**src/rtl/router_pkt_tx.sv**
```systemverilog
// ============================================================================
// Module   : router_pkt_tx
// Purpose  : Packet transmitter feeding the router 1x3 input port
//            (data_in / pkt_valid / busy side). A request (addr, len) is
//            accepted, the full payload is buffered, and the packet is then
//            sent gap-free as header {len,addr}, len payload bytes and one
//            XOR parity byte. Router busy stalls the byte on data_out.
// Optional : ROUTER_TX_ERR_INJECT_EN adds input err_inject. When it is high
//            at the last payload load, the parity byte is sent inverted.
// Ports    : clk, reset      - clock, synchronous active-high reset
//            req_valid/ready - request handshake; req_addr[1:0], req_len[5:0]
//            req_err         - 1-cycle pulse, request rejected
//            pl_valid/ready  - payload handshake; pl_data[7:0]
//            busy            - router back-pressure, holds the output byte
//            data_out[7:0]   - byte to router data_in (registered)
//            pkt_valid       - to router pkt_valid (registered)
//            tx_active       - high while header/payload/parity are on the wire
//            pkt_done        - 1-cycle pulse after the parity byte is taken
//            err_inject      - (ROUTER_TX_ERR_INJECT_EN only) corrupt parity
// Revision : 1.0 - initial release
// ============================================================================
`timescale 1ns/1ps
`default_nettype none

module router_pkt_tx #(
  parameter int MAX_LEN  = 63,
  parameter int IDLE_GAP = 2
) (
  input  logic       clk,
  input  logic       reset,
`ifdef ROUTER_TX_ERR_INJECT_EN
  input  logic       err_inject,
`endif
  input  logic       req_valid,
  output logic       req_ready,
  input  logic [1:0] req_addr,
  input  logic [5:0] req_len,
  output logic       req_err,
  input  logic       pl_valid,
  output logic       pl_ready,
  input  logic [7:0] pl_data,
  input  logic       busy,
  output logic [7:0] data_out,
  output logic       pkt_valid,
  output logic       tx_active,
  output logic       pkt_done
);

  typedef enum logic [2:0] {
    S_IDLE = 3'd0,
    S_LOAD = 3'd1,
    S_HDR  = 3'd2,
    S_PLD  = 3'd3,
    S_PAR  = 3'd4,
    S_GAP  = 3'd5
  } state_t;

  localparam int               GAP_W     = (IDLE_GAP > 1) ? $clog2(IDLE_GAP) : 1;
  localparam logic [GAP_W-1:0] GAP_LAST  = GAP_W'(IDLE_GAP - 1);
  localparam logic [6:0]       LEN_LIMIT = 7'(MAX_LEN);

  state_t           state;
  logic [1:0]       addr_q;
  logic [5:0]       len_q;
  logic [7:0]       parity;
  logic [5:0]       cnt;
  logic [5:0]       idx;
  logic [GAP_W-1:0] gap_cnt;
  logic [7:0]       pkt_buf [0:MAX_LEN-1];

  logic [7:0] header;
  logic [7:0] par_out;
  logic       req_hs;
  logic       req_bad;
  logic       pl_hs;
  logic       last_byte;
  logic       taken;

  assign header    = {len_q, addr_q};
  // Ready strobes are state decodes, forced low while reset is asserted so
  // nothing is handshaken in the reset cycle itself.
  assign req_ready = (state == S_IDLE) && !reset;
  assign pl_ready  = (state == S_LOAD) && !reset;
  assign req_hs    = req_valid && req_ready;
  assign pl_hs     = pl_valid && pl_ready;
  assign req_bad   = (req_len == 6'd0) || (req_addr == 2'd3) ||
                     ({1'b0, req_len} > LEN_LIMIT);
  assign last_byte = (cnt == len_q - 6'd1);
  // The byte on data_out is consumed by the router on any edge without busy.
  assign taken     = !busy;

`ifdef ROUTER_TX_ERR_INJECT_EN
  logic inv_par;

  // Captured once per packet, at the edge that completes the payload load.
  always_ff @(posedge clk) begin
    if (reset) begin
      inv_par <= 1'b0;
    end else if (pl_hs && last_byte) begin
      inv_par <= err_inject;
    end
  end

  assign par_out = inv_par ? ~parity : parity;
`else
  assign par_out = parity;
`endif

  // Payload buffer: plain storage, no reset needed since every byte read
  // out was written during the preceding LOAD.
  always_ff @(posedge clk) begin
    if (pl_hs) begin
      pkt_buf[cnt] <= pl_data;
    end
  end

  always_ff @(posedge clk) begin
    if (reset) begin
      state     <= S_IDLE;
      addr_q    <= 2'd0;
      len_q     <= 6'd0;
      parity    <= 8'd0;
      cnt       <= 6'd0;
      idx       <= 6'd0;
      gap_cnt   <= '0;
      data_out  <= 8'd0;
      pkt_valid <= 1'b0;
      tx_active <= 1'b0;
      req_err   <= 1'b0;
      pkt_done  <= 1'b0;
    end else begin
      req_err  <= 1'b0;
      pkt_done <= 1'b0;
      case (state)
        S_IDLE: begin
          if (req_hs) begin
            if (req_bad) begin
              req_err <= 1'b1;
            end else begin
              addr_q <= req_addr;
              len_q  <= req_len;
              // Parity covers the header too, so seed it with the header.
              parity <= {req_len, req_addr};
              cnt    <= 6'd0;
              state  <= S_LOAD;
            end
          end
        end

        S_LOAD: begin
          if (pl_hs) begin
            parity <= parity ^ pl_data;
            cnt    <= cnt + 6'd1;
            if (last_byte) begin
              // Header goes out on the same edge the last byte lands.
              data_out  <= header;
              pkt_valid <= 1'b1;
              tx_active <= 1'b1;
              state     <= S_HDR;
            end
          end
        end

        S_HDR: begin
          if (taken) begin
            data_out <= pkt_buf[0];
            idx      <= 6'd1;
            state    <= S_PLD;
          end
        end

        S_PLD: begin
          if (taken) begin
            if (idx < len_q) begin
              data_out <= pkt_buf[idx];
              idx      <= idx + 6'd1;
            end else begin
              // Last payload byte consumed: parity follows with pkt_valid low.
              data_out  <= par_out;
              pkt_valid <= 1'b0;
              state     <= S_PAR;
            end
          end
        end

        S_PAR: begin
          if (taken) begin
            pkt_done  <= 1'b1;
            data_out  <= 8'd0;
            tx_active <= 1'b0;
            gap_cnt   <= '0;
            state     <= S_GAP;
          end
        end

        S_GAP: begin
          if (gap_cnt == GAP_LAST) begin
            state <= S_IDLE;
          end else begin
            gap_cnt <= gap_cnt + GAP_W'(1);
          end
        end

        default: begin
          state <= S_IDLE;
        end
      endcase
    end
  end

endmodule

`default_nettype wire

```
**config.mk**
```make
export PLATFORM = sky130hd
export DESIGN_NAME = router_pkt_tx
export DESIGN_NICKNAME = d
export VERILOG_FILES = /design/src/rtl/router_pkt_tx.sv
export SDC_FILE = /design/constraint.sdc
export NUM_CORES = 1
export LEC_CHECK = 0
export CAP_MARGIN = 20
export CORE_AREA = 2 2 227 229
export CTS_CLUSTER_SIZE = 25
export DETAILED_ROUTE_END_ITERATION = 10
export DIE_AREA = 0 0 229 231
export PLACE_DENSITY_LB_ADDON = 0.3
export RECOVER_POWER = 100
export SETUP_SLACK_MARGIN = 0.15
export SLEW_MARGIN = 15
export SYNTH_ARGS = -nofsm -noshare
export SYNTH_HDL_FRONTEND = slang
export SYNTH_SLANG_ARGS = --single-unit
```
**constraint.sdc**
```tcl
create_clock -name clk -period 2.9 [get_ports clk]
set_input_delay 0.87 -clock clk [delete_from_list [all_inputs] [get_ports clk]]
set_output_delay 0.87 -clock clk [all_outputs]
set_load 0.03 [all_outputs]
```
==> results.md, run 1 <==
- # diodes: 0
- Mapped Cells: 1355
- RSZ-0062 raised after global routing: false
- Skew-Pair Late Insertion Delay: 0.61 ns
- Post-synthesis async set-or-reset flop share: 0
- Synth Register Bits: 554
- Final WL: 57400 µm
- CTS Buffer Depth: 3
- DR vias/cell: 5.71
- I/O Buffers: 34
- GR Layer Usage met3: 0.0516
- Crit Path Max Fanout: 4
- H-tree Lvls: 2
- RR Endpoint: data_out[3]
- HPWL Detailed: 38800 µm
- Fin crit period: 2.72 ns
- Gpl congestion: 0.932
- Crit start category: flop
- Launch point of the worst path: len_q[5]
- Mapped Nets: 1384
- Core area: 50700 µm²
- Mapped Area: 22400 µm²
- Setup violators final: 0
- # DRC: 0
- Fin util: 0.523
- Post-synth top area share: 0.675
- Syn. warnings: 0
- Fin nets: 1591
- Max-Cap Viols: 2
- Arr. time, crit path: 3.24 ns
- Root Buffer: clkbuf_16
- Met2 Resource Use GR: 0.338
- Synth area leaders: edfxtp_1, mux4_2, mux2i_1
- Reg clk slew, reported paths: 0.06 ns
- Initial DRT Pass Iterations: 7
- Synth cell count leaders: edfxtp_1, nor2_1, mux2i_1
- CTS sink count: 554
- Most common cell in the synthesized netlist: edfxtp_1
- Die Wd: 229 µm
- WHS Endpoint: tx_active
- R2R Path Start: len_q[5]
- Initial antenna violation count: 2
- Top FF cell, synth: edfxtp_1
- Overflow after GRT: 0
- Final Hold Fails: 0
- Final Power: 17.3 mW
- Die area: 52900 µm²
- Pin count of the biggest net entering global routing: 51
- Pwr Density: 654 nW/µm²
- Beginning of the worst hold path: tx_active
- Area grow syn2layout: 18.1%
- Worst slew margin relative to its limit: -0.105
- Failing checks: capacitance limit, slew limit
- Worst-case reg-to-reg path depth: 10
- Sequential element share of the synthesized area: 0.720
- Clock skew: 0.0213 ns
- Total CTS buffers: 55
- Count of cell types in the netlist: 64
- CTS tree: yes
- Syn Area/Cell: 16.5 µm²
- Placed insts: 2183
- Pins Over Slew Limit: 64
- Status: finished with violations
- Die height: 231 µm
- Ports: 35
- GR Layer Usage met1: 0.302
- Kind of critical path: flop to flop
- Setup slack, reg-to-reg: 0.18 ns
- Routed via count: 13100
- First-pass GRT wire length: 84200 µm
- First DRT Iteration DRCs: 1350
- Max VDD drop: 0.418 mV
- Routed Antenna Nets: 0
- Crit share post-route: 0.939
- Worst-margin pin slew: 1.66 ns
- Share of cells above drive strength 1: 0.221
- Post-Layout Cell Count: 2288
- Area leader, netlist: edfxtp_1
- Number of synthesized flops with an enable pin: 504
- P_leak: 8.53 nW
- Setup TNS: 0 ns
- F_max: 0.367 GHz
- Initial Utilization: 0.442
- Crit end category: flop
- FP Rows: 83
- Vias in the first global route: 12900
- Gr usage total: 0.217
- CP required: 3.42 ns
- Worst Hold Class: flop to flop
- GR peak layer: met2
- Hold depth: 2
- WL/cell: 25.1 µm
==> layout by cell type (no fill, tap or decap), types with 7 or more instances in the layout <==
master and count:
edfxtp_1 504, nor2_1 120, mux2i_1 101, buf_4 81
mux4_2 74, nand2_1 60, clkbuf_1 59, clkbuf_16 55
clkbuf_2 49, a21oi_1 47, dfxtp_1 47, a22oi_1 34
o21ai_0 23, nand3_1 21, mux2_2 21, a211oi_1 19
o22ai_1 18, nand2b_1 15, dlygate4sd3_1 14, buf_12 14
inv_1 13, a221oi_1 12, clkinv_2 12, a31oi_1 11
nand4_1 10, nor2b_1 9, xor2_1 9, clkdlybuf4s50_1 9
nor3_1 8, nor3b_1 8, clkinv_1 8, ha_1 8
bufinv_16 8, or3_1 7
==> metrics by stage <==
stage	setup slack (ns)	cell area, µm²	hold WS (ns)
2_1_floorplan	0.0657	22500	0.454
3_3_place_gp	-0.216	25000	0.436
3_5_place_dp	-0.257	25000	0.442
4_1_cts	0.154	26800	0.451
5_1_grt	0.0656	26500	0.465
6_report	0.177	26500	0.445
==> cells by family (layout without fill, tap and decap cells) <==
logic type | after synthesis | after routing | synth area share
compound gates | 202 | 202 | 0.0606
simple gates | 293 | 293 | 0.0619
fa+ha+maj | 8 | 8 | 0.00446
flops | 554 | 554 | 0.720
xor+xnor | 13 | 13 | 0.00508
buf+inv | 89 | 342 | 0.0183
mux | 196 | 196 | 0.130
==> state kept, by name, summed over array words and instances (netlist names), named ones only <==
| register | flops |
|---|---|
| pkt_buf | 504 |
| data_out | 8 |
| par_out | 8 |
| cnt | 6 |
| idx | 6 |
| len_q | 6 |
| state | 3 |
| addr_q | 2 |
| gap_cnt | 1 |
| pkt_done | 1 |
| pkt_valid | 1 |
| req_err | 1 |
| tx_active | 1 |
==> worst max path at each step <==
stage                           to  slack (ns)
finish                 data_out[3]        0.18
CTS                    data_out[7]        0.15
detailed placement  pkt_buf[62][3]       -0.26
global route            par_out[2]        0.07
floorplan           pkt_buf[46][0]        0.07
global placement    pkt_buf[62][3]       -0.22
==> layout make-up <==
type | count | area, µm²
clock buffer | 72 | 1490
clock inverter | 31 | 364
fill | 4187 | 24200
inverter | 14 | 52.6
multi-input combinational | 712 | 5930
sequential | 554 | 16100
tap | 680 | 851
timing repair buffer | 225 | 1650
==> per-layer routing <==
layer / vias up / share of wire
li1: 5798 / -
met1: 6588 / 0.42
met3: 102 / 0.081
met5: - / 0.00044
met4: 4 / 0.031
met2: 567 / 0.47
==> critical path, cell delays in order (launching register included) <==
cell       delay, ns
dfxtp_1         0.47
inv_1           0.08
ha_1            0.34
and3_1          0.28
a2111oi_2       0.50
buf_4           0.21
nand2b_1        0.16
a31oi_1         0.21
nor3_1          0.08
buf_4           0.16
a31oi_1         0.16
==> repair_timing <==
action | 4_1_cts | 5_1_grt
gates resized for setup | 2 | 11
pin swaps | 1 | 0
hold buffers | 0 | 0
endpoints found under the setup margin | 2 | 10
buffers inserted | 0 | 2
==> report_power, final <==
group	switching, mW	internal (mW)
Clock	2.94	4.33
Sequential	0.0584	8.76
Combinational	0.744	0.500
Total	3.74	13.6
Note: power is estimated with default switching activity, not from simulation.
==> run 2: changes to the inputs <==
--- a/config.mk
+++ b/config.mk
@@ -7,9 +7,11 @@
 export LEC_CHECK = 0
 export CAP_MARGIN = 20
 export CORE_AREA = 2 2 227 229
+export CTS_CLUSTER_DIAMETER = 40
 export CTS_CLUSTER_SIZE = 25
 export DETAILED_ROUTE_END_ITERATION = 10
 export DIE_AREA = 0 0 229 231
+export GPL_TIMING_DRIVEN = 0
 export PLACE_DENSITY_LB_ADDON = 0.3
 export RECOVER_POWER = 100
 export SETUP_SLACK_MARGIN = 0.15
==> run 2 against run 1 <==
  * The flow still finishes with violations (capacitance limit, slew limit)
  * Sequential share of layout area fell by 1.2 points
  * Hold slack gained 0.012 ns
  * Critical path depth down 1
  * Setup slack got worse by 0.092 ns
  * Clock skew shrank 0.0081 ns
==> results.md, run 2 (same netlist as run 1, synthesis figures left out) <==
- Fin nets: 1507
- Commonest cells after routing, fill and taps aside: edfxtp_1, mux2i_1, clkbuf_16
- Kind of critical path: input pin to flop
- H-tree Lvls: 3
- RSZ-0062 raised after global routing: true
- Skew-Pair Late Insertion Delay: 0.59 ns
- Worst-case reg-to-reg path depth: 7
- DP Area: 23800 µm²
- Crit share post-route: 0.970
- CTS Buffer Depth: 3
- Clock skew: 0.0132 ns
- Initial Utilization: 0.442
- Pin count of the biggest net entering global routing: 43
- Final Power: 18.9 mW
- Die area: 52900 µm²
- Hold depth: 2
- CTS sink count: 554
- Vias in the first global route: 13100
- First-pass GRT wire length: 90000 µm
- Final WL: 61900 µm
- Final Hold Fails: 0
- F_max: 0.355 GHz
- Max VDD drop: 0.476 mV
- Hold slack: 0.456 ns
- Initial antenna violation count: 1
- Stages on worst setup path: 9
- Delay-heaviest family, CP: buffers and inverters
- Reg clk slew, reported paths: 0.05 ns
- Commonest non-fill, non-tap cell in the layout: edfxtp_1
- I/O Buffers: 33
- Routed Antenna Nets: 0
- # diodes: 0
- DR vias/cell: 6.05
- CP required: 3.35 ns
- Failing checks: capacitance limit, slew limit
- CTS Hold Bufs: 0
- Fin util: 0.533
- Worst slew margin relative to its limit: -0.159
- Max reg flops: 504
- Crit end category: flop
- Worst Hold Class: flop to flop
- Pre-CTS setup slack: -1.37 ns
- CTS tree: yes
- Critical path, cell by cell: dlygate4sd3_1 > or4_1 > o2111ai_2 > buf_4 > nand2_1 > a21oi_1 > a21oi_1 > a32oi_1 > nor3_1
- Pins Over Slew Limit: 130
- Arr. time, crit path: 3.27 ns
- FP Rows: 83
- Core area: 50700 µm²
- Gpl congestion: 0.914
- Worst-margin pin slew: 1.74 ns
- Crit Path Max Fanout: 10
- Setup ws final: 0.0856 ns
- Die height: 231 µm
- Status: finished with violations
- Overflow after GRT: 0
- Pwr Density: 701 nW/µm²
- Setup violators final: 0
- Total CTS buffers: 71
- CP peak stage delay: 0.60 ns
- Crit path top cell by count: a21oi_1
- Ports: 35
- HPWL Detailed: 40500 µm
- Fin area: 27000 µm²
- Initial DRT Pass Iterations: 7
- WL/cell: 28.0 µm
- Die Wd: 229 µm
- Share of cells above drive strength 1: 0.271
- CP max stage cell: dlygate4sd3_1
- Setup slack, reg-to-reg: 0.09 ns
- First DRT Iteration DRCs: 1543
- Area grow syn2layout: 20.5%
- Largest Register: pkt_buf
- Root Buffer: clkbuf_16
- Worst Path Buf+Inv: 2
- Routed via count: 13400
- Fin crit period: 2.81 ns
- Crit start category: input pin
- Max-Cap Viols: 5
- P_leak: 8.42 nW
- # DRC: 0
- Gr usage total: 0.235
run 2: power by group:
part,switching [mW],total (mW),leakage [nW],internal [mW]
registers,0.0639,8.82,4.93,8.76
clock network,3.62,8.82,1.16,5.21
logic,0.817,1.30,2.33,0.486
run 2: cell type report:
cell class / count / area (µm²)
Buffer: 75 / 534
Clock buffer: 79 / 1890
Clock inverter: 46 / 502
Fill cell: 4022 / 23700
Inverter: 14 / 53.8
Multi-Input combinational cell: 712 / 6580
Sequential cell: 554 / 16100
Tap cell: 680 / 851
Timing Repair Buffer: 50 / 468
run 2: repair_timing:
item / in CTS / in global routing
endpoints found under the hold margin: 0 / 0
resized for setup: 228 / 44
buffers inserted: 6 / 3
setup endpoints to repair: 515 / 135
pin swaps: 7 / 8
run 2: metrics by stage:
step	std cells	TNS, ns
after detailed placement	2076	-607.05
final	2210	0
after CTS	2207	0
after global routing	2210	0
after floorplan	1355	0
after global placement	2068	-889.01
run 2: metal layers:
| layer | share of wire | track usage | vias up |
|---|---|---|---|
| met5 | 0.00016 | 0 | - |
| met4 | 0.036 | 0.0777 | 2 |
| met3 | 0.098 | 0.0577 | 142 |
| met2 | 0.46 | 0.371 | 747 |
| met1 | 0.40 | 0.323 | 6845 |
| li1 | - | - | 5642 |
run 2: worst paths after layout:
path	to	startpoint
setup / recovery	state[1]	req_len[2]
hold / removal	tx_active	tx_active
setup reg to reg	data_out[6]	flop
hold reg to reg	tx_active	tx_active
run 2: tightest hold or removal path, delay by kind of cell, from the launching register on:
family                 cells  cell delay [ns]
DFF                        1             0.30
AOI/OAI and AO/OA          1             0.05
buffers and inverters      1             0.05
